[src/rtl/mat_inst_fetch.sv]
// Instruction fetch for MatControl: host-loaded program memory streamed out over a valid/ready handshake.
// Optional abort input is enabled with `define MAT_INST_FETCH_ABORT_EN.
module mat_inst_fetch #(
  parameter int         INST_WIDTH  = 32,
  parameter int         DEPTH       = 64,
  parameter logic [3:0] HALT_OPCODE = 4'hF,
  localparam int        ADDR_SIZE   = $clog2(DEPTH),
  localparam int        CNT_SIZE    = $clog2(DEPTH + 1)
) (
  input  logic                  clock,
  input  logic                  reset,
  input  logic                  load_en,
  input  logic [ADDR_SIZE-1:0]  load_addr,
  input  logic [INST_WIDTH-1:0] load_data,
  input  logic [CNT_SIZE-1:0]   inst_count,
  input  logic                  start,
`ifdef MAT_INST_FETCH_ABORT_EN
  input  logic                  abort,
`endif
  output logic                  inst_valid,
  output logic [INST_WIDTH-1:0] inst_data,
  input  logic                  inst_ready,
  output logic [ADDR_SIZE-1:0]  pc,
  output logic                  busy,
  output logic                  done
);

  typedef enum logic [1:0] {IDLE, RUN, DONE} state_t;

  localparam logic [CNT_SIZE-1:0]  DEPTH_CNT = CNT_SIZE'(DEPTH);
  localparam logic [CNT_SIZE-1:0]  ONE_CNT   = CNT_SIZE'(1);
  localparam logic [ADDR_SIZE-1:0] ONE_ADDR  = ADDR_SIZE'(1);

  state_t                state_reg, state_next;
  logic [ADDR_SIZE-1:0]  pc_reg, pc_next, rd_addr;
  logic [CNT_SIZE-1:0]   len_reg, len_next, start_len;
  logic [INST_WIDTH-1:0] data_reg, rd_word;
  logic                  fetch, mem_we, transfer, last, halt;

  logic [INST_WIDTH-1:0] mem [DEPTH];

  assign mem_we    = load_en && (state_reg != RUN);
  assign start_len = (inst_count > DEPTH_CNT) ? DEPTH_CNT : inst_count;
  assign transfer  = (state_reg == RUN) && inst_ready;
  assign last      = (CNT_SIZE'(pc_reg) == (len_reg - ONE_CNT));
  assign halt      = (data_reg[INST_WIDTH-1 -: 4] == HALT_OPCODE);

  // Forward a same-cycle host write so a load coinciding with start is not lost.
  assign rd_word = (mem_we && (load_addr == rd_addr)) ? load_data : mem[rd_addr];

  always_ff @(posedge clock) begin
    if (mem_we) begin
      mem[load_addr] <= load_data;
    end
  end

  always_ff @(posedge clock or posedge reset) begin
    if (reset) begin
      state_reg <= IDLE;
      pc_reg    <= '0;
      len_reg   <= '0;
      data_reg  <= '0;
    end else begin
      state_reg <= state_next;
      pc_reg    <= pc_next;
      len_reg   <= len_next;
      if (fetch) begin
        data_reg <= rd_word;
      end
    end
  end

  always_comb begin
    state_next = state_reg;
    pc_next    = pc_reg;
    len_next   = len_reg;
    rd_addr    = pc_reg;
    fetch      = 1'b0;
    case (state_reg)
      IDLE: begin
        if (start) begin
          len_next = start_len;
          if (start_len == '0) begin
            state_next = DONE;
          end else begin
            state_next = RUN;
            pc_next    = '0;
            rd_addr    = '0;
            fetch      = 1'b1;
          end
        end
      end
      RUN: begin
        if (transfer) begin
          // The final word stays on inst_data and pc never steps past len-1.
          if (last || halt) begin
            state_next = DONE;
          end else begin
            pc_next = pc_reg + ONE_ADDR;
            rd_addr = pc_reg + ONE_ADDR;
            fetch   = 1'b1;
          end
        end
`ifdef MAT_INST_FETCH_ABORT_EN
        if (abort) begin
          state_next = IDLE;
        end
`endif
      end
      DONE: begin
        state_next = IDLE;
      end
      default: begin
        state_next = IDLE;
      end
    endcase
  end

  assign inst_valid = (state_reg == RUN);
  assign busy       = (state_reg == RUN);
  assign done       = (state_reg == DONE);
  assign pc         = pc_reg;
  assign inst_data  = data_reg;

endmodule

[config.mk]
export PLATFORM = sky130hd
export DESIGN_NAME = mat_inst_fetch
export DESIGN_NICKNAME = d
export VERILOG_FILES = /design/src/rtl/mat_inst_fetch.sv
export SDC_FILE = /design/constraint.sdc
export NUM_CORES = 2
export LEC_CHECK = 0
export ABC_AREA = 0
export BUFFER_PORTS_ARGS = -buffer_cell sky130_fd_sc_hd__clkbuf_2
export CORE_MARGIN = 1.5
export CORE_UTILIZATION = 55
export DETAILED_ROUTE_END_ITERATION = 8
export PLACE_DENSITY = 0.74
export SYNTH_ARGS = -nofsm -noshare
export SYNTH_HDL_FRONTEND = slang
export SYNTH_SLANG_ARGS = --single-unit
[constraint.sdc]
create_clock -name clock -period 3.3 [get_ports clock]
set_input_delay 0.495 -clock clock [delete_from_list [all_inputs] [get_ports clock]]
set_output_delay 0.495 -clock clock [all_outputs]
set_load 0.02 [all_outputs]
Word level (Yosys, flattened, before mapping). Memories as Yosys holds them, arrays and structs flattened. A register that Yosys moved wholly into a read port is not among the register bits. Index checks and enable logic that the tools add are counted.

RAM bits: 2048. Memories: 1. Word-level logic and storage cells: 40. Bits of input ports: 50. Flip-flop bits (word level): 15.

Equal/unequal tests: 8. $lt $le $gt $ge: 1. Multiplexer cells: 18. Reduce and logical (&&, ||, !) cells: 7. Add/sub/neg operators: 2.

Memory list: mem (words 64, bits a word 32, read ports 1, clocked after Yosys merged registers in 1, wr ports 1, line 40) `logic [INST_WIDTH-1:0] mem [DEPTH];`.

Operator list (number): 2-to-1 mux 6 bit (4); case mux 6 bit (2 select lines) (1); 2-to-1 mux 2 bit (4); equality test 6 x 7 -> 1 bit (1); > comparator 7 bit (second input constant) (1); zero test 7 bit (1); 2-to-1 mux 7 bit (1); subtractor 7 x 1 -> 7 bit (second input constant) (1); adder 6 x 1 -> 6 bit (second input constant) (1); 2-to-1 mux 1 bit (6); inequality test 2 x 1 -> 1 bit (second input constant) (3); equality test 4 bit (second input constant) (1); case mux 2 bit (2 select lines) (1); AND reduction 3 bit (1); equality test 2 x 1 -> 1 bit (second input constant) (1); equality test 2 bit (second input constant) (1); logical AND 1 bit (2); zero test 2 bit (1); inequality test 2 bit (second input constant) (1); case mux 1 bit (2 select lines) (1); AND reduction 2 bit (1); logical OR 1 bit (1).

Longest topological paths before layout.
Depth after elaboration: 6. Depth in mapped cells: 19.

Least setup slack after synthesis. Ideal clock, no wire load.

Kind: register to register. Start point: reg len_reg[0]. End point: reg data_reg[2], in the netlist inst_data[2], read port of mem. Setup time: 0.128 ns. Arrival: 3.313 ns. Period minus slack after synthesis: 3.441 ns. Data required time: 3.172 ns. Stages on the path, launching flop included: 19. Setup slack: -0.141 ns. Cells stage by stage: dfrtp_1 inv_1 ha_1 o21ba_1 a221oi_1 or2_1 buf_2 a21oi_1 o21a_1 buf_4 inv_4 buf_4 buf_2 mux2i_1 o22ai_1 a221oi_1 a21oi_1 nor4_1 o21ai_1.

Word-level cells in the longest chain between the ends: 6.

RTL lines: from (decl) (line 36) `logic [CNT_SIZE-1:0] len_reg, len_next, start_len;`; from (signal assigned) (line 66) `len_reg <= len_next;`; subtractor 7 x 1 -> 7 bit (*) (line 45) `assign last = (CNT_SIZE'(pc_reg) == (len_reg - ONE_CNT));`; equality test 6 x 7 -> 1 bit (*) (line 45); logical OR 1 bit (*) (line 96) `if (last || halt) begin`; 2-to-1 mux 6 bit / 2-to-1 mux 1 bit (equally long branches); 2-to-1 mux 6 bit / 2-to-1 mux 1 bit (equally long branches) (line 94) `if (transfer) begin`; case mux 6 bit (2 select lines) / case mux 1 bit (2 select lines) (equally long branches); to (decl) (line 37) `logic [INST_WIDTH-1:0] data_reg, rd_word;`.

Every way passes the cells marked *; elsewhere a longest branch is shown, timed or not. A chain may end at the register's enable or synchronous reset.

Final worst setup path.
Start point: reg len_reg[0]. End point: reg data_reg[6], in the netlist inst_data[6], read port of mem.

The elaborated chain is that of the path after synthesis.

==> impl_metrics.tcl <==
set metrics [dict create \
    p_leak_uw 0.0348 \
    internal_power_uw 62300 \
    synth.avg_cell_area_sq_um 16.1 \
    postSynthRegisterBits 2095 \
    critPathLaunchType "flop" \
    yosysWarningCount 0 \
    place.gp.congestion 0.903 \
    timing_hold_violations_final 0 \
    clock_power_share 0.229 \
    max_slew.worst_pin.slew_ns 1.36 \
    post_route_cells_drive_above_1_share 0.241 \
    post_synth_inst_count 5138 \
    max-vdd-ir-drop_v 0.000690 \
    placeableCoreArea_sq_um 148000 \
    power.share.sequential 0.310 \
    synth_async_sr_flop_share 0.0224 \
    final_net_count 5905 \
    first_global_vias 51000 \
    finish.utilization 0.682 \
    num_rows 141 \
    netlist_area_before_placement_sq_um 82500 \
    place.port_buffers 90 \
    drt-initial-drc-count 7223 \
    fillerInstances 9114 \
    endpoint_kind "flop" \
    firstDrtPassIters 7 \
    critPathKind "flop to flop" \
    syn_to_final_growth_pct 22.7 \
    switching_power_uw 34600 \
    p_total_uw 96800 \
    post-route-min-period_ns 4.11 \
    seq_area_frac_synth 0.760 \
    overall_track_demand_over_capacity_in_global_routing 0.308 \
    die_x_microns 390 \
    skew_ns 0.0325 \
    numCtsBuffers 198 \
    comb_power_share 0.461 \
    final_critical_path_setup_slack_ns -0.811 \
    clk_transition_reported_paths_ns 0.06 \
    final_cells 8027 \
    setup_violations 32 \
    worst-path-max-fanout 5 \
    min_path_cells 4 \
    postSynthNetCount 5190 \
    cts.root.buffer_cell "clkbuf_16" \
    route.detailed.drc 0 \
    final_area_sq_um 101000 \
    io_pins 91 \
    synth-main-ff-cell "edfxtp_1" \
    clkLatencyLatePin_ns 0.84 \
    dieHeight_microns 390 \
    worst-endpoint-required_ns 4.02 \
    postRouteWirelength_microns 242000 \
    worstRegToRegCells 20 \
    ctsLongestPathBuffers 3 \
    initial_core_utilization 0.556 \
    cap_violations 0 \
    hold_ws_ns 0.0482 \
    max_freq_ghz 0.243 \
    power.density_cell_area_nw_per_um2 957 \
    yosysUniqueCellTypes 61 \
    grt_pass1_wl_microns 340000 \
    antenna_found_initial 15 \
    avgViaCountPerCell 6.48 \
    antenna_violating_nets_post_route 0 \
    run_status "finished with violations" \
    synth_edf_count 2048 \
    routed-via-count 52000 \
    number_of_max_slew_violations_in_the_final_report 0 \
    violated_checks "negative setup slack" \
    cts-htree-levels 4 \
    final.period_utilization 1.25 \
    post_dp_cell_area_sq_um 91400 \
    die_area_sq_um 152000 \
    hpwl_microns 135000 \
    tritoncts "yes" \
    worst_ep_arrival_time_ns 4.83 \
    sinks_on_the_clock_net 2095 \
    grt_max_degree 68 \
    total_overflow_reported_by_the_global_router 0 \
    rsz0062_at_grt "true" \
    dpl.cell_count 7546 \
    hold_path.class "input pin to flop" \
    wire_per_inst_microns 30.2 \
    multi_input_comb_area_sq_um 20500 \
    max-slew-margin-rel 0.0956 \
    largest_register_ffs 2048 \
    p_sw_frac 0.357 \
    register_area_sq_um 62700 \
]
## through the flow
| stage | setup TNS, ns | setup slack, ns |
|---|---|---|
| 2_1_floorplan | 0 | 0.00267 |
| 3_3_place_gp | -19.20 | -0.811 |
| 3_5_place_dp | -20.71 | -0.835 |
| 4_1_cts | -15.17 | -0.525 |
| 5_1_grt | -24.83 | -0.914 |
| 6_report | -20.97 | -0.811 |
## layout make-up
cell class	instances	area share
diodes	1	0.0000247
clock buffers	278	0.0537
clock inverters	93	0.00826
inverters	8	0.000581
multi-input cells	2703	0.203
flip-flops and latches	2095	0.619
well taps	2002	0.0247
repair buffers	845	0.0904
repair inverters	2	0.000494
## final timing paths
kind	endpoint	from	slack, ns
setup / recovery	inst_data[6]$_DFFE_PP0P_	len_reg[0]$_DFFE_PP0P_	-0.81
hold / removal	len_reg[2]$_DFFE_PP0P_	inst_count[2]	0.05
setup reg to reg	inst_data[6]$_DFFE_PP0P_	len_reg[0]$_DFFE_PP0P_	-0.81
hold reg to reg	inst_data[16]$_DFFE_PP0P_	inst_data[16]$_DFFE_PP0P_	0.51
max in group asynchronous	inst_data[30]$_DFFE_PP0P_	reset	2.08
min in group asynchronous	pc[3]$_DFF_PP0_	reset	0.49
## power groups by stage
| stage | Combinational [uW] | Clock, uW | Sequential [uW] |
|---|---|---|---|
| 3_3_place_gp | 35000 | 0 | 30500 |
| 5_1_grt | 46300 | 23300 | 30000 |
| 3_5_place_dp | 35800 | 0 | 30500 |
| 2_1_floorplan | 20800 | 0 | 30600 |
| 4_1_cts | 40400 | 22200 | 29900 |
| 6_report | 44600 | 22200 | 30000 |
## synthesized netlist by cell type (26+ instances only)
library cell,count,share of area
edfxtp_1,2048,0.75
mux2i_1,798,0.097
nand2_1,626,0.028
a21oi_1,334,0.020
a221oi_1,192,0.020
clkbuf_1,170,0.0077
nand3_1,134,0.0081
o22ai_1,128,0.0097
buf_2,125,0.0076
nor2_1,87,0.0040
nor4_1,65,0.0049
o21ai_1,60,0.0036
a32oi_1,56,0.0059
dfrtp_1,47,0.014
o21ai_0,43,0.0026
a22oi_1,31,0.0028
o211ai_1,29,0.0026
buf_4,26,0.0024
## cells by family after synthesis
group,synth area share
flip-flops,0.760
adder cells (fa/ha/maj),0.000303
AND/OR/NAND/NOR,0.0504
XOR/XNOR,0.00197
buffers and inverters,0.0186
multiplexers,0.0971
AO/OA/AOI/OAI,0.0721
## worst max-delay path, stage by stage (launching register included)
cell and delay, ns:
dfrtp_1 0.39, inv_2 0.08, ha_4 0.14, nor4b_4 0.19, mux2i_1 0.29, o2111a_2 0.26
buf_6 0.11, buf_6 0.10, nor3_4 0.04, nor3_4 0.27, buf_12 0.17, buf_8 0.11
buf_16 0.13, buf_8 0.12, buf_16 0.13, mux2i_2 0.24, o22ai_1 0.14, o21ai_2 0.19
o211ai_1 0.41, nor4_1 0.37, o21ai_1 0.08
## cell usage in the layout (no fill, tap or decap), drive strengths merged, types with 103 or more instances in the layout
cell type	count
a21oi	334
a221oi	192
buf	737
clkbuf	379
edfxtp	2048
mux2i	798
nand2	626
nand3	134
o21ai	103
o22ai	128
## what timing repair did
item                                    CTS  global route
resized for setup                       218           196
cloned                                   16            11
pin swaps                                63            70
endpoints found under the setup margin   32            32
hold buffers                              1             0
hold endpoints to repair                 34             0
setup buffers                            47            36
## layer usage
metal  up-vias  track usage  routed length (microns)
li1      21700            -                        -
met1     26200        0.394                    85000
met2      3401        0.499                   115000
met3       695       0.0724                    28300
met4        18        0.148                    13200
met5         -            0                      333
(Power assumes the default switching activity.)
